`src/rtl/neg_pipe.sv`:
```
// Purpose : pipelined two's-complement pass / negate / abs, one carry segment per stage.
// Latency : NSEG = ceil(WIDTH/SEG_W) cycles from acceptance to out_valid, 1 operand/cycle.
// Backpr. : global stall; every stage holds while out_valid & ~out_ready, in_ready = ~out_valid | out_ready.
//
// Ports:
//   clk, rst               clock and synchronous active-high reset
//   in_valid/in_ready      operand handshake; in_data is signed, in_mode 0/3 pass, 1 negate, 2 abs
//   out_valid/out_ready    result handshake; out_data result, out_ovf unrepresentable, out_zero result == 0
module neg_pipe #(
   parameter int WIDTH = 25,
   parameter int SEG_W = 8
) (
   input  logic             clk,
   input  logic             rst,
   input  logic             in_valid,
   output logic             in_ready,
   input  logic [WIDTH-1:0] in_data,
   input  logic [1:0]       in_mode,
   output logic             out_valid,
   input  logic             out_ready,
   output logic [WIDTH-1:0] out_data,
   output logic             out_ovf,
   output logic             out_zero
);

   localparam int NSEG = (WIDTH + SEG_W - 1) / SEG_W;

   logic adv;
   logic in_inv;

   // Invert when negating, or when taking abs of a negative operand.
   assign in_inv = (in_mode == 2'd1) | ((in_mode == 2'd2) & in_data[WIDTH-1]);

   for (genvar k = 0; k < NSEG; k++) begin : g_stage
      localparam int LO = k * SEG_W;
      localparam int W  = ((WIDTH - LO) < SEG_W) ? (WIDTH - LO) : SEG_W;

      logic             vld_q;
      logic [WIDTH-1:0] data_q;

      logic             src_vld;
      logic             src_inv;
      logic             src_sign;
      logic             src_cy;
      logic [WIDTH-1:0] src_data;

      logic [W-1:0]     seg_x;
      logic [W-1:0]     seg_res;
      logic [WIDTH-1:0] data_d;

      if (k == 0) begin : g_src
         // First stage injects the +1 of the two's complement as its carry-in.
         assign src_vld  = in_valid;
         assign src_inv  = in_inv;
         assign src_sign = in_data[WIDTH-1];
         assign src_cy   = in_inv;
         assign src_data = in_data;
      end else begin : g_src
         assign src_vld  = g_stage[k-1].vld_q;
         assign src_inv  = g_stage[k-1].g_mid.inv_q;
         assign src_sign = g_stage[k-1].g_mid.sign_q;
         assign src_cy   = g_stage[k-1].g_mid.cy_q;
         assign src_data = g_stage[k-1].data_q;
      end

      assign seg_x = src_inv ? ~src_data[LO +: W] : src_data[LO +: W];

      if (k < NSEG - 1) begin : g_mid
         logic       inv_q;
         logic       sign_q;
         logic       cy_q;
         logic [W:0] sum;

         assign sum     = {1'b0, seg_x} + (W+1)'(src_cy);
         assign seg_res = sum[W-1:0];

         always_ff @(posedge clk) begin
            if (rst) begin
               inv_q  <= 1'b0;
               sign_q <= 1'b0;
               cy_q   <= 1'b0;
            end else if (adv) begin
               inv_q  <= src_inv;
               sign_q <= src_sign;
               cy_q   <= sum[W];
            end
         end
      end else begin : g_last
         logic ovf_q;
         logic zero_q;

         // Top segment: the final carry-out has no consumer and is dropped.
         assign seg_res = seg_x + W'(src_cy);

         always_ff @(posedge clk) begin
            if (rst) begin
               ovf_q  <= 1'b0;
               zero_q <= 1'b0;
            end else if (adv) begin
               // Only the most-negative operand stays negative after inversion.
               ovf_q  <= src_inv & src_sign & data_d[WIDTH-1];
               zero_q <= (data_d == '0);
            end
         end
      end

      // Lower segments were completed upstream, upper segments still raw.
      always_comb begin
         data_d          = src_data;
         data_d[LO +: W] = seg_res;
      end

      always_ff @(posedge clk) begin
         if (rst) begin
            vld_q  <= 1'b0;
            data_q <= '0;
         end else if (adv) begin
            vld_q  <= src_vld;
            data_q <= data_d;
         end
      end
   end

   assign out_valid = g_stage[NSEG-1].vld_q;
   assign out_data  = g_stage[NSEG-1].data_q;
   assign out_ovf   = g_stage[NSEG-1].g_last.ovf_q;
   assign out_zero  = g_stage[NSEG-1].g_last.zero_q;

   assign adv      = ~out_valid | out_ready;
   assign in_ready = adv;

endmodule

```
`config.mk`:
```
export PLATFORM = sky130hd
export DESIGN_NAME = neg_pipe
export DESIGN_NICKNAME = d
export VERILOG_FILES = /design/src/rtl/neg_pipe.sv
export SDC_FILE = /design/constraint.sdc
export NUM_CORES = 1
export LEC_CHECK = 0
export BUFFER_PORTS_ARGS = -buffer_cell sky130_fd_sc_hd__buf_2
export CORE_MARGIN = 2
export CORE_UTILIZATION = 57
export CTS_CLUSTER_SIZE = 16
export DETAILED_ROUTE_END_ITERATION = 8
export PLACE_DENSITY = 0.79
export SLEW_MARGIN = 20
export SYNTH_ARGS = -nofsm -noshare
export SYNTH_HDL_FRONTEND = slang
export SYNTH_SLANG_ARGS = --single-unit
```
`constraint.sdc`:
```
create_clock -name clk -period 3.2 [get_ports clk]
set_input_delay 0.32 -clock clk [delete_from_list [all_inputs] [get_ports clk]]
set_output_delay 0.32 -clock clk [all_outputs]
set_load 0.01 [all_outputs]
```
==> results.sh <==
export IMPL_cp_arrival_ns=2.62
export IMPL_path_buf_inv=1
export IMPL_grt_pass1_wl_um=16800
export IMPL_synthMuxAreaShare=0.00628
export IMPL_slew_violations=0
export IMPL_finalHoldViolCount=0
export IMPL_syn_inst=608
export IMPL_power_per_cell_area_nw_per_um2=494
export IMPL_tns_ns=0
export IMPL_ios=60
export IMPL_wire_per_inst_um=13.6
export IMPL_max_stage_delay_ns=0.44
export IMPL_swShare=0.250
export IMPL_rsz0062_at_grt="no"
export IMPL_cp_end_kind="register"
export IMPL_synthesis_area_um2=4780
export IMPL_grt_overflow=0
export IMPL_layout_drive_gt1_share=0.136
export IMPL_grt_pass1_vias=3603
export IMPL_cp_max_fo=19
export IMPL_cts_hold_buf=0
export IMPL_worstPathCellList="buf_4, xor2_1, ha_1, ha_1, or4b_1, a21oi_1, nor2_1, xnor2_1, a211oi_1"
export IMPL_r2r_start="g_stage[1].g_mid.inv_q$_SDFFE_PP0P_"
export IMPL_post_cts_buffers=0
export IMPL_fin_cells=750
export IMPL_max_cap_viol_count=0
export IMPL_p_seq_frac=0.579
export IMPL_synthTopCellsByArea="dfxtp_1, nand2_1, a21oi_1"
export IMPL_yosysTopAreaCellShare=0.469
export IMPL_min_from="in_data[15]"
export IMPL_worstSetupPathType="reg -> reg"
export IMPL_reg2reg_depth=9
export IMPL_io_buffers=59
export IMPL_post_synth_top_count_cell="nand2_1"
export IMPL_clkLatencyLatePin_ns=0.36
export IMPL_yosysUniqueCellTypes=49
export IMPL_cts_resized=0
export IMPL_synth_edf_count=0
export IMPL_cts_buffers=9
export IMPL_nNetsFinal=678
export IMPL_min_to="g_stage[0].data_q[15]$_SDFFE_PP0P_"
export IMPL_tightestPinTransition_ns=0.597
export IMPL_r2r_end="g_stage[2].data_q[22]$_SDFFE_PP0P_"
export IMPL_cp_top_family="adder cells"
export IMPL_syn2layout_area_growth_pct=11.0
export IMPL_finalCritPeriodShare=0.732
export IMPL_synth_compound_area_share=0.173
export IMPL_outcome="completed"
export IMPL_synth_common_cells="nand2_1, dfxtp_1, a21oi_1"
export IMPL_core_um2=8180
export IMPL_die_h_um=95.6
export IMPL_synthAdderAreaFrac=0.0183
export IMPL_synth_fp_nets=646
export IMPL_p_sw_w=0.000656
export IMPL_required_ns=3.47
export IMPL_start_util=0.585
export IMPL_clockBufferDepth=2
export IMPL_path_common_cell="ha_1"
export IMPL_cts_root_buf="clkbuf_8"
export IMPL_drc=0
export IMPL_die_area_um2=9140
export IMPL_n_antenna_cell=0
export IMPL_antenna_found_initial=0
export IMPL_hpwl_um=6860
export IMPL_synth_simple_area_share=0.241
export IMPL_max_vdd_ir_drop_uv=265
export IMPL_antenna_left=0
export IMPL_max_clock_freq_mhz=427
export IMPL_avgSynthCellArea_um2=7.87
export IMPL_seq_area_um2=2240
export IMPL_clkTransAtPathRegs_ns=0.10
export IMPL_die_w_um=95.6
export IMPL_power_leakage_nw=2.09
export IMPL_htreeDepth=3
export IMPL_yosysWarnings=0
export IMPL_internal_power_w=0.00197
export IMPL_gp_congestion=0.953
export IMPL_whs_ns=0.186
export IMPL_dp_cells=734
export IMPL_synthXorXnorAreaFrac=0.0494
export IMPL_clkSinkCount=112
export IMPL_ys_flop_type="dfxtp_1"
export IMPL_startpoint_type="register"
export IMPL_ff2ff_setup_slack_ns=0.86
export IMPL_cp_startpoint="g_stage[1].g_mid.inv_q$_SDFFE_PP0P_"
export IMPL_fillers=768
export IMPL_viasPerCell=5.43
export IMPL_synth_seq_cells=112
export IMPL_first_iter_violations=184
export IMPL_wl_um=10200
export IMPL_fin_crit_ns=2.34
export IMPL_synth_top_area_cell="dfxtp_1"
export IMPL_holdPathStages=3
export IMPL_grt_max_degree=125
export IMPL_cts_tree="done"
export IMPL_synth_top_family_by_area="simple AND/OR/NAND/NOR gates"
export IMPL_power_frac_clock=0.321
export IMPL_hold_class="in -> reg"
export IMPL_combPwrFrac=0.100
export IMPL_final_setup_viol_count=0
export IMPL_vias=4069
export IMPL_drt_pass1_iterations=4
export IMPL_fin_util=0.650
export IMPL_slowest_stage="or4b_1"
export IMPL_synth_seq_area_share=0.469
export IMPL_grt_use_total=0.234
export IMPL_rows=33
export IMPL_fin_skew_ns=0.00773
export IMPL_async_reset_ff_frac=0
export IMPL_multi_input_area_um2=2350
export IMPL_slew_headroom=0.602
==> how the worst max path moves through the flow <==
stage / endpoint / slack (ns) / cells past startpoint
finish: g_stage[2].data_q[22]$_SDFFE_PP0P_ / 0.86 / 9
global route: g_stage[2].data_q[22]$_SDFFE_PP0P_ / 0.66 / 9
CTS: g_stage[2].data_q[22]$_SDFFE_PP0P_ / 0.87 / 9
detailed placement: g_stage[0].g_mid.cy_q$_SDFFE_PP0P_ / 0.80 / 9
global placement: g_stage[0].data_q[5]$_SDFFE_PP0P_ / 0.93 / 9
floorplan: g_stage[2].data_q[22]$_SDFFE_PP0P_ / 0.89 / 10
==> flip-flops by register name (all words and copies together), names as in the netlist <==
name,flops
out_valid,1
g_stage.g_mid.sign_q,3
g_stage.vld_q,3
out_zero,1
g_stage.g_mid.inv_q,3
g_stage.g_mid.cy_q,3
out_ovf,1
g_stage.data_q,72
out_data,25
==> area by class of cell <==
class | instances | share of cell area
Clock inverter | 4 | 0.0101
Multi-Input combinational cell | 446 | 0.442
Timing Repair Buffer | 65 | 0.0693
Sequential cell | 112 | 0.422
Tap cell | 105 | 0.0247
Clock buffer | 12 | 0.0273
Inverter | 6 | 0.00448
==> through the flow <==
stage	instance area, um^2	setup WS [ns]	total power, W
after floorplan	4780	0.887	0.00173
after global placement	5110	0.925	0.00180
after detailed placement	5110	0.805	0.00181
after CTS	5310	0.867	0.00264
after global routing	5310	0.663	0.00273
final	5310	0.857	0.00262
==> placed cells by master (no fill, tap or decap), drive strengths merged, types with 3 or more instances in the layout <==
cell type | netlist | routed
a211oi | 12 | 12
a21oi | 103 | 103
a311oi | 4 | 4
buf | 14 | 65
clkbuf | 30 | 12
dfxtp | 112 | 112
ha | 7 | 7
inv | 6 | 5
mux2i | 3 | 3
nand2 | 186 | 186
nand2b | 5 | 5
nand3 | 7 | 7
nand4 | 6 | 6
nor2 | 29 | 29
nor2b | 3 | 3
nor4 | 7 | 7
o21ai | 12 | 12
o41ai | 3 | 3
or3 | 4 | 4
or4b | 3 | 3
xnor2 | 19 | 19
xor2 | 8 | 8
==> metal layers <==
metal | up-vias | wire length, um | global-route usage
met5 | - | 0 | 0
met4 | 0 | 130 | 0.0738
met3 | 9 | 425 | 0.0387
met2 | 82 | 4900 | 0.393
met1 | 1864 | 4730 | 0.306
li1 | 2114 | - | -
==> worst min-delay path, stage by stage <==
cell,delay [ns]
buf_2,0.09
nand2_1,0.04
a21oi_1,0.05
==> cells by family (layout without fill, tap and decap cells) <==
family / Yosys count / after routing
XOR/XNOR: 27 / 27
AO/OA/AOI/OAI: 145 / 145
flip-flops: 112 / 112
AND/OR/NAND/NOR: 264 / 264
adder cells (fa/ha/maj): 7 / 7
buffers and inverters: 50 / 87
multiplexers: 3 / 3
==> power by group through the flow <==
stage / Combinational (W) / Sequential, W / Clock, W
after global placement: 0.000252 / 0.00155 / 0
after CTS: 0.000263 / 0.00152 / 0.000856
final: 0.000261 / 0.00152 / 0.000841
after detailed placement: 0.000260 / 0.00155 / 0
after floorplan: 0.000189 / 0.00154 / 0
after global routing: 0.000295 / 0.00153 / 0.000906
No activity file was read; power rests on OpenSTA's default activity.
